File: src/rtl/counter_updn_mod.sv
// Parametrised up/down modulo counter with enable, clear, clamped load,
// wrap/saturate limit handling, terminal-count and sticky overflow flags.
module counter_updn_mod #(
    parameter int WIDTH    = 4,
    parameter int MAX_VAL  = 9,
    parameter bit SATURATE = 1'b0
) (
    input  logic             clk,
    input  logic             rst,
    input  logic             en,
    input  logic             up,
    input  logic             clr,
    input  logic             load,
    input  logic [WIDTH-1:0] load_val,
    input  logic             ovf_clr,
    output logic [WIDTH-1:0] q,
    output logic             tc,
    output logic             evt,
    output logic             ovf
);

    // One extra bit so MAX_VAL = 2**WIDTH-1 compares and increments cleanly
    localparam logic [WIDTH:0] MAXE = (WIDTH+1)'(MAX_VAL);

    logic [WIDTH:0]   qe;
    logic [WIDTH:0]   lve;
    logic [WIDTH:0]   inc;
    logic [WIDTH:0]   dec;
    logic             at_max;
    logic             at_zero;
    logic [WIDTH-1:0] q_nxt;

    assign qe      = {1'b0, q};
    assign lve     = {1'b0, load_val};
    assign inc     = qe + 1'b1;
    assign dec     = qe - 1'b1;
    assign at_max  = (qe == MAXE);
    assign at_zero = (qe == '0);

    assign tc = en & ~clr & ~load & ((up & at_max) | (~up & at_zero));

    always_comb begin
        q_nxt = q;
        if (clr) begin
            q_nxt = '0;
        end else if (load) begin
            q_nxt = (lve > MAXE) ? MAXE[WIDTH-1:0] : load_val;
        end else if (en) begin
            if (up) begin
                if (at_max) q_nxt = SATURATE ? MAXE[WIDTH-1:0] : '0;
                else        q_nxt = inc[WIDTH-1:0];
            end else begin
                if (at_zero) q_nxt = SATURATE ? '0 : MAXE[WIDTH-1:0];
                else         q_nxt = dec[WIDTH-1:0];
            end
        end
    end

    // Event set takes precedence over a coincident ovf_clr
    always_ff @(posedge clk or posedge rst) begin
        if (rst) begin
            q   <= '0;
            evt <= 1'b0;
            ovf <= 1'b0;
        end else begin
            q   <= q_nxt;
            evt <= tc;
            ovf <= tc | (ovf & ~ovf_clr);
        end
    end

endmodule

File: config.mk
export PLATFORM = sky130hd
export DESIGN_NAME = counter_updn_mod
export DESIGN_NICKNAME = d
export VERILOG_FILES = /design/src/rtl/counter_updn_mod.sv
export SDC_FILE = /design/constraint.sdc
export NUM_CORES = 1
export LEC_CHECK = 0
export ABC_AREA = 1
export BUFFER_PORTS_ARGS = -buffer_cell sky130_fd_sc_hd__buf_2
export CORE_AREA = 2 2 39 41
export DETAILED_ROUTE_END_ITERATION = 16
export DIE_AREA = 0 0 41 43
export PLACE_DENSITY = 0.63
export SETUP_SLACK_MARGIN = 0.1
export SYNTH_ARGS = -nofsm -noshare
export SYNTH_HDL_FRONTEND = slang
export SYNTH_SLANG_ARGS = --single-unit
File: constraint.sdc
create_clock -name clk -period 2.6 [get_ports clk]
set_input_delay 0.39 -clock clk [delete_from_list [all_inputs] [get_ports clk]]
set_output_delay 0.39 -clock clk [all_outputs]
set_load 0.02 [all_outputs]
Word level (Yosys, flattened, before mapping)
Cells that the tools add are included.
Widths: inputs -> output; s select.
{ "totals": {"ff_bits": 6, "in_bits": 11, "out_inout_bits": 7} }
{ "classes": {"addsub": 2, "order_cmp": 1, "eq_ne": 1, "n_mux": 7, "bitwise": 12, "n_reduce_logical": 2} }
{ "op_table": {"columns": ["cell", "n"], "rows": [
  ["$mux 4", 7],
  ["$and 1x1->1", 6],
  ["$logic_not 5->1", 1],
  ["$add 4x1->4 const B", 1],
  ["$eq 4x4->1 const B", 1],
  ["$gt 4x4->1 const B", 1],
  ["$not 1->1", 4],
  ["$sub 4x1->4 const B", 1],
  ["$reduce_bool 3->1", 1],
  ["$or 1x1->1", 2]
]} }

Longest topological paths before layout
Gate-level depths: netlist of run 1.
{ "logic_depth": {"ltp_word": 6, "ltp_mapped": 9} }

Worst setup path before layout of run 1
Ideal clock, no wire load.
{ "synth_timing": {"path_type": "reg2out", "from": "register q[1]", "to": "output tc", "arrival_ps": 1093, "required_ps": 2210, "path_slack_ps": 1117, "path_stages_with_launch": 6, "n_path_buf": 0, "path_cell_list": "dfrtp_1 -> nor2_2 -> nand2_1 -> nand2_2 -> nand4_1 -> inv_1"} }
{ "synth_via": {"elab_chain_cells": 4, "word_cells_on_any_way": 6} }
{ "synth_rtl": {"columns": ["element", "line_no", "source"], "rows": [
  ["start: declaration", "16", "output logic [WIDTH-1:0] q,"],
  ["start signal: assignment", "66", "q <= q_nxt;"],
  ["$eq 4x4->1 / $logic_not 5->1 (equally long branches)", "37, 38", null],
  ["$and 1x1->1", "40", "assign tc = en & ~clr & ~load & ((up & at_max) | (~up & at_zero));"],
  ["$or 1x1->1 *", "40", null],
  ["$and 1x1->1 *", "40", null],
  ["end: declaration", "17", "output logic tc,"]
]} }
Mark *: on every way between the ends. The rest lies on a longest branch, timed or not.

Final worst setup path of run 1
Ends and elaborated chain as after synthesis.

==> flow_metrics.py, run 1 <==
metrics = {
    "global_routing": {
        "use_met2_pct": 18.44,
        "antenna_found_initial": 0,
        "grt_util_met1_pct": 18.36,
        "grt.overflow.total": 0,
        "grt_pass1_wl_um": 1607,
        "grt_pass1_vias": 423,
        "grt_start_max_net_pins": 9,
        "grt_use_total_pct": 13.03,
        "busiest_layer": "met2",
        "use_met3_pct": 4.712,
    },
    "die": {
        "die_h_um": 43,
        "coreArea_um2": 1384,
        "initial_core_util_pct": 31.83,
        "die-area_um2": 1763,
        "chipWidth_um": 41,
        "rows": 14,
        "ios": 18,
    },
    "clocking": {
        "cts_buffers": 3,
        "htree_levels": 1,
        "cts_tree": "yes",
        "cts_resized": 0,
        "root_buffer": "clkbuf_4",
        "cts_sinks": 6,
        "cts_hold_buf": 0,
        "clock_path_buffers": 2,
        "clock_latency_ns": 0.24,
        "cts_setup_buffers": 0,
        "path_clk_slew_ns": 0.04,
    },
    "sta": {
        "skew_ns": 0.0003349,
        "worst_slack_ns": 0.8178,
        "worst_pin_slew_ns": 0.2503,
        "finalSetupTns_ns": 0,
        "rsz0062_at_grt": "no",
        "hold_violations": 0,
        "finalCritPeriodShare_pct": 68.55,
        "slew_viol_final": 0,
        "setup_viol": 0,
        "finalWorstPathRequiredPeriod_ns": 1.782,
        "relSlewSlack_pct": 83.31,
        "max_freq_mhz": 561.1,
    },
    "outcome": {
        "status": "completed",
    },
    "placed_design": {
        "io_buffers": 17,
        "finalWeightedCongestion": 0.8478,
        "dp.cells": 107,
        "dpl.hpwl_um": 787.6,
        "dp_slack_ns": 1.065,
    },
    "critical_path": {
        "criticalPathCategory": "register to output pin",
        "cp-start-kind": "register",
        "end_kind": "output pin",
        "critPathArrivalTime_ns": 1.39,
        "crit_path_max_fanout": 7,
        "crit_required_ns": 2.21,
    },
    "detailed_routing": {
        "wl_per_cell_um": 8.845,
        "wirelength_um": 973,
        "drt_iter0_markers": 12,
        "drc": 0,
        "via_per_inst": 4.509,
        "dr.pass1.iters": 4,
        "antenna_left": 0,
        "via_count": 496,
    },
    "logic_synthesis": {
        "synthMostInstantiatedCell": "nand2_1",
        "synth.area.top_cells": "dfrtp_1 34%, nand2_1 29%, inv_1 7.7%, nand3_1 6.8%, nor2_1 4.3%",
        "synth_top_area_share_pct": 34.09,
        "synth_fp_nets": 85,
        "syn_inst": 74,
        "ys_warn_count": 0,
        "synthFlopType": "dfrtp_1",
        "synth.avg_cell_area_um2": 5.952,
        "synth_seq_cells": 6,
        "ys_top_cells_by_count": "34 x nand2_1, 9 x inv_1, 6 x dfrtp_1, 6 x nand3_1, 5 x nor2_1",
        "synth-async-reset-ratio_pct": 100.0,
        "yosysUniqueCellTypes": 14,
        "synth_top_area_cell": "dfrtp_1",
        "syn_area_um2": 440.4,
        "synth_edf_count": 0,
        "seq_area_frac_synth_pct": 34.09,
    },
    "cells_and_area": {
        "fin_nets": 107,
        "area_growth_pct": 28.98,
        "diodes": 0,
        "drive_gt1_share_pct": 29.79,
        "stdcell_count": 110,
    },
    "hold_path": {
        "hold_path_class": "input pin to async pin",
    },
    "power_and_ir_drop": {
        "fin_total_pwr_uw": 282.2,
        "p_leak_uw": 0.0003623,
        "ir_drop_mv": 0.3637,
        "pwr_density_cell_nw_per_um2": 496.8,
    },
    "run": {
        "max-cap-violations": 0,
    },
}
-- per-stage QoR --
| stage | cell area, µm² | util, % | hold WS (ns) |
|---|---|---|---|
| floorplan | 440.4 | - | 0.1810 |
| global placement | 545.5 | 39.42 | 0.3021 |
| detailed placement | 545.5 | 39.42 | 0.3066 |
| CTS | 568.0 | 41.05 | 0.04839 |
| global route | 568.0 | 41.05 | 0.07296 |
| finish | 568.0 | 41.05 | 0.05246 |
-- cells in the final DEF, fill, tap and decap left out --
master / instances
nand3_1: 6
o211ai_1: 1
nand4_1: 2
buf_2: 17
nor3_1: 1
inv_2: 4
nand2_2: 1
inv_1: 9
nor2_2: 2
dfrtp_1: 6
clkbuf_4: 3
nor2_4: 1
nand2_1: 34
nor2_1: 5
o21ai_0: 1
o21ai_1: 1
-- power breakdown --
group	total, µW	internal, µW	leakage [µW]	switching [µW]
logic	84.7	31.1	0.000269	53.5
registers	113	101	0.0000791	12.3
clock network	84.1	52.1	0.0000138	32.0
total	282	184	0.000362	97.9
-- cell type report --
type,count,area (µm²)
fill,155,815.8
inverter,13,48.80
timing repair buffer,17,85.08
tap,16,20.02
multi-input combinational,55,241.5
clock buffer,3,22.52
sequential,6,150.1
-- layer usage --
layer,up-vias,share of wire [%]
met4,0,1.3
li1,267,-
met1,213,53
met5,-,0
met3,2,5.1
met2,14,41
-- path summary, 6_finish.rpt --
check | cells after the start | to | start | slack (ns)
worst min register to register | 2 | ovf$_DFF_PP0_ | ovf$_DFF_PP0_ | 0.52
worst max register to register | 8 | q[1]$_DFFE_PP0P_ | q[1]$_DFFE_PP0P_ | 1.42
worst min-delay path | 2 | q[0]$_DFFE_PP0P_ | rst | 0.05
worst max-delay path | 6 | tc | q[1]$_DFFE_PP0P_ | 0.82
min in group clk | 2 | ovf$_DFF_PP0_ | ovf_clr | 0.32
max in group asynchronous | 2 | q[2]$_DFFE_PP0P_ | rst | 2.36
-- logic make-up (layout without fill, tap and decap cells) --
| kind of cell | Yosys count | count (layout) | synth area share (%) |
|---|---|---|---|
| AO/OA/AOI/OAI | 3 | 3 | 3.976 |
| flip-flops | 6 | 6 | 34.09 |
| buffers and inverters | 13 | 33 | 11.08 |
| AND/OR/NAND/NOR | 52 | 52 | 50.85 |
-- state kept, by name, indices dropped and copies added, names as in the netlist --
register,count
q,4
evt,1
ovf,1
-- critical path, cell delays in order (launching register included) --
cell,delay [ns]
dfrtp_1,0.44
nor2_2,0.19
nand2_1,0.08
nand2_2,0.08
nand4_1,0.12
inv_1,0.09
buf_2,0.16
Power figures use the tool's default switching activity.
==> inputs of run 2 (changes only) <==
- clock period: 2.6 -> 1.7 ns (I/O delays scaled with it)
==> flow_metrics.py, run 2 (synthesis gave the netlist of run 1 again) <==
metrics = {
    "critical_path": {
        "r2r-end": "q[3]$_DFFE_PP0P_",
        "crit_required_ns": 1.44,
        "slowest_stage": "dfrtp_2",
        "cp-startpoint": "q[1]$_DFFE_PP0P_",
        "slowest_delay_ns": 0.45,
        "cp_cell_sequence": "nor2_1 -> nand2_1 -> nand2_2 -> nand4_1 -> inv_2 -> buf_6",
        "path_buf_inv": 2,
        "r2r_slack_ns": 0.50,
        "crit-reg2reg-launch": "q[0]$_DFFE_PP0P_",
        "end_kind": "output pin",
        "worstRegToRegCells": 9,
        "criticalPathCategory": "register to output pin",
        "critPathArrivalTime_ns": 1.32,
        "cp-start-kind": "register",
        "crit_path_max_fanout": 7,
        "cpLargestDelayFamily": "flip-flops",
    },
    "sta": {
        "worst_pin_slew_ns": 0.2474,
        "skew_ns": 0.004880,
        "relSlewSlack_pct": 83.33,
        "setup_viol": 0,
        "hold_violations": 0,
        "rsz0062_at_grt": "yes",
        "finalSetupTns_ns": 0,
        "slew_viol_final": 0,
        "worst_slack_ns": 0.1222,
        "max_freq_mhz": 633.8,
        "finalWorstPathRequiredPeriod_ns": 1.578,
        "finalCritPeriodShare_pct": 92.81,
    },
    "die": {
        "coreArea_um2": 1384,
        "die_h_um": 43,
        "ios": 18,
        "rows": 14,
        "initial_core_util_pct": 31.83,
        "die-area_um2": 1763,
        "chipWidth_um": 41,
    },
    "cells_and_area": {
        "layout_commonest_cell": "nand2_1",
        "layout_common_cells": "33 x nand2_1, 16 x buf_2, 8 x inv_1",
        "reg_top3": "q: 4 flops, evt: 1 flops, ovf: 1 flops",
        "n_fill_cell": 149,
        "area_growth_pct": 43.75,
        "largest_register": "q",
        "multi_input_area_um2": 249.0,
        "fin_area_um2": 633.1,
        "fin_nets": 113,
        "diodes": 0,
        "register_area_um2": 153.9,
        "drive_gt1_share_pct": 38.00,
        "largest_reg_flops": 4,
    },
    "outcome": {
        "status": "completed",
    },
    "power_and_ir_drop": {
        "p_sw_uw": 153.2,
        "p_comb_share_pct": 33.6,
        "seqPwrFrac_pct": 38.3,
        "p_int_uw": 299.4,
        "switching_share_pct": 33.85,
        "ir_drop_mv": 0.6196,
        "p_leak_uw": 0.0003866,
        "pwr-share-clk_pct": 28.1,
        "pwr_density_cell_nw_per_um2": 715.0,
    },
    "detailed_routing": {
        "dr.pass1.iters": 4,
        "drc": 0,
        "via_count": 518,
        "wirelength_um": 1052,
        "via_per_inst": 4.466,
        "antenna_left": 0,
        "drt_iter0_markers": 8,
        "wl_per_cell_um": 9.069,
    },
    "placed_design": {
        "place_area_um2": 545.5,
        "dp_slack_ns": 0.2955,
        "io_buffers": 17,
        "finalWeightedCongestion": 0.8447,
        "dpl.hpwl_um": 772.3,
    },
    "global_routing": {
        "grt_pass1_wl_um": 1773,
        "grt_use_total_pct": 14.93,
        "grt.overflow.total": 0,
        "grt_pass1_vias": 450,
        "antenna_found_initial": 0,
        "grt_start_max_net_pins": 9,
    },
    "clocking": {
        "cts_sinks": 6,
        "root_buffer": "clkbuf_4",
        "htree_levels": 1,
        "cts_tree": "yes",
        "cts_buffers": 3,
        "clock_path_buffers": 2,
        "path_clk_slew_ns": 0.04,
        "clock_latency_ns": 0.24,
    },
    "hold_path": {
        "hold_path_depth": 2,
        "hold_path_class": "input pin to register",
        "holdPathEnd": "ovf$_DFF_PP0_",
        "worstHoldStart": "ovf_clr",
    },
    "run": {
        "max-cap-violations": 0,
    },
}
[run 2: cell count changes in the layout (fill, tap and decap cells not counted), sizes merged]
| cell | delta |
|---|---|
| dlygate4sd3 | +1 |
| buf | +5 |
[run 2: cell type report]
class	count	area share, %
clock buffers	3	3.557
inverters	13	7.708
multi-input cells	55	39.33
flip-flops and latches	6	24.31
well taps	16	3.162
repair buffers	23	21.94
[run 2: worst max-delay path by stage]
stage | endpoint | cells past startpoint
after CTS | tc | 6
after global placement | tc | 6
after floorplan | tc | 5
after detailed placement | tc | 6
after global routing | tc | 6
final | tc | 6
[run 2: power groups by stage]
stage               registers (µW)  clock network (µW)  logic (µW)
detailed placement             175                   0         128
finish                         174                 127         152
global route                   175                 150         172
CTS                            172                 134         146
floorplan                      186                   0        74.8
global placement               174                   0         130
[run 2: worst register-to-register path: cells and delay by family (launching register included)]
kind / cells / cell delay [ns]
flip-flops: 1 / 0.44
buffers and inverters: 1 / 0.16
AND/OR/NAND/NOR: 8 / 0.50
[run 2: metrics by stage]
step	hold slack (ns)	util [%]	power, µW	std cells
global route	0.1754	45.75	497.4	116
global placement	0.1687	39.42	303.7	107
floorplan	0.04596	-	261.3	74
CTS	0.1809	44.12	452.3	114
finish	0.1855	45.75	452.6	116
detailed placement	0.1735	39.42	303.1	107
[run 2: what timing repair did]
item                                   CTS  global route
resized for setup                        4             4
endpoints found under the hold margin    6             0
buffers inserted                         3             2
pin swaps                                1             1
hold buffers                             1             0
setup endpoints to repair                1             1
[run 2: layer usage]
metal | share of wire [%] | track usage, %
met2 | 47 | 20.31
met3 | 6.6 | 8.377
met4 | 0 | 2.667
met5 | 0 | 0
met1 | 46 | 20.59
==> inputs of run 3 (changes only) <==
- RECOVER_POWER: unset -> 100
- clock period: 1.7 -> 1.55 ns (I/O delays scaled with it)
==> flow_metrics.py, run 3 (synthesis gave the netlist of run 1 again) <==
metrics = {
    "detailed_routing": {
        "dr.pass1.iters": 4,
        "drt_iter0_markers": 19,
        "drc": 0,
        "via_count": 544,
        "via_per_inst": 4.533,
        "wl_per_cell_um": 9.942,
        "wirelength_um": 1193,
        "antenna_left": 0,
    },
    "placed_design": {
        "dpl.hpwl_um": 789.7,
        "io_buffers": 17,
        "dp_slack_ns": 0.1773,
        "finalWeightedCongestion": 0.8448,
    },
    "clocking": {
        "path_clk_slew_ns": 0.05,
        "root_buffer": "clkbuf_4",
        "cts_sinks": 6,
        "htree_levels": 1,
        "clock_latency_ns": 0.25,
        "cts_buffers": 3,
        "clock_path_buffers": 2,
        "cts_tree": "yes",
    },
    "global_routing": {
        "grt.overflow.total": 0,
        "grt_use_total_pct": 16.04,
        "antenna_found_initial": 0,
        "grt_start_max_net_pins": 7,
        "grt_pass1_vias": 453,
        "grt_pass1_wl_um": 1897,
    },
    "die": {
        "ios": 18,
        "initial_core_util_pct": 31.83,
        "die_h_um": 43,
        "coreArea_um2": 1384,
        "die-area_um2": 1763,
        "rows": 14,
        "chipWidth_um": 41,
    },
    "sta": {
        "hold_violations": 0,
        "max_freq_mhz": 630.6,
        "slew_viol_final": 0,
        "setup_viol": 1,
        "worst_slack_ns": -0.03572,
        "finalSetupTns_ns": -0.03572,
        "skew_ns": 0.004954,
        "rsz0062_at_grt": "yes",
        "finalCritPeriodShare_pct": 102.3,
        "worst_pin_slew_ns": 0.2482,
        "finalWorstPathRequiredPeriod_ns": 1.586,
        "relSlewSlack_pct": 83.53,
    },
    "critical_path": {
        "crit_required_ns": 1.32,
        "end_kind": "output pin",
        "crit_path_max_fanout": 6,
        "cp-start-kind": "register",
        "criticalPathCategory": "register to output pin",
        "critPathArrivalTime_ns": 1.35,
    },
    "power_and_ir_drop": {
        "p_leak_uw": 0.0003983,
        "pwr_density_cell_nw_per_um2": 785.5,
        "ir_drop_mv": 0.7076,
    },
    "cells_and_area": {
        "fin_nets": 117,
        "largest_reg_flops": 4,
        "layout_common_cells": "33 x nand2_1, 14 x buf_2, 9 x buf_4",
        "final_util_pct": 47.74,
        "layout_commonest_cell": "nand2_1",
        "reg_top3": "q: 4 flops, evt: 1 flops, ovf: 1 flops",
        "diodes": 0,
        "drive_gt1_share_pct": 38.46,
        "largest_register": "q",
        "area_growth_pct": 50.00,
    },
    "run": {
        "max-cap-violations": 0,
    },
    "hold_path": {
        "hold_path_class": "input pin to register",
    },
    "outcome": {
        "status": "complete, but fails checks",
        "violations": "negative setup slack",
    },
}
==> run 3: changes by cell type in the layout (fill, tap and decap cells not counted) <==
cell      before  now
buf_4          5    9
buf_2         16   14
clkbuf_1       0    2
==> run 3: through the flow <==
stage | power (µW) | instance area (µm²) | hold WS, ns | std cells
floorplan | 286.6 | 440.4 | 0.02346 | 74
global placement | 333.1 | 545.5 | 0.1462 | 107
detailed placement | 333.1 | 545.5 | 0.1510 | 107
CTS | 505.7 | 630.6 | 0.1584 | 116
global route | 563.9 | 660.6 | 0.1529 | 120
finish | 518.9 | 660.6 | 0.1637 | 120
==> run 3: critical path, cell delays in order (launching register included) <==
cell	delay, ns
dfrtp_2	0.44
nor2_4	0.15
nand2_1	0.08
nand2_2	0.08
nand4_1	0.14
inv_2	0.10
buf_6	0.11
==> run 3: worst paths after layout <==
kind                                       start                to  slack [ns]  depth (start not counted)
max in group asynchronous                    rst  q[2]$_DFFE_PP0P_        0.91                          3
min in group asynchronous                    rst     evt$_DFF_PP0_        0.43                          3
worst min-delay path                     ovf_clr     ovf$_DFF_PP0_        0.16                          2
worst max register to register  q[0]$_DFFE_PP0P_  q[3]$_DFFE_PP0P_        0.21                         10
worst min register to register     ovf$_DFF_PP0_     ovf$_DFF_PP0_        0.52                          2
worst max-delay path            q[1]$_DFFE_PP0P_                tc       -0.04                          6
==> run 3: cell type report <==
class,count,area [µm²]
inverters,13,48.80
multi-input cells,55,249.0
clock buffers,3,22.52
fillers,150,723.2
flip-flops and latches,6,153.9
repair buffers,27,166.4
well taps,16,20.02
==> run 3: per-layer routing <==
layer | share of wire, % | wire (µm) | GRT usage, % | vias up
met1 | 44 | 528 | 22.22 | 235
met5 | 0 | 0 | 0 | -
met2 | 48 | 569 | 22.81 | 21
li1 | - | - | - | 288
met3 | 8.0 | 96 | 7.853 | 0
met4 | 0 | 0 | 2.000 | 0
==> run 3: where the power goes <==
part	total [µW]	internal, µW	switching [µW]
clock	142	87.5	54.7
combinational	189	81.3	107
sequential	188	171	16.8
==> run 3: repair_timing <==
item,4_1_cts,5_1_grt
buffers inserted,5,4
setup endpoints to repair,1,1
hold buffers,1,0
hold endpoints to repair,6,0
pin swaps,2,3
gates resized for setup,6,2
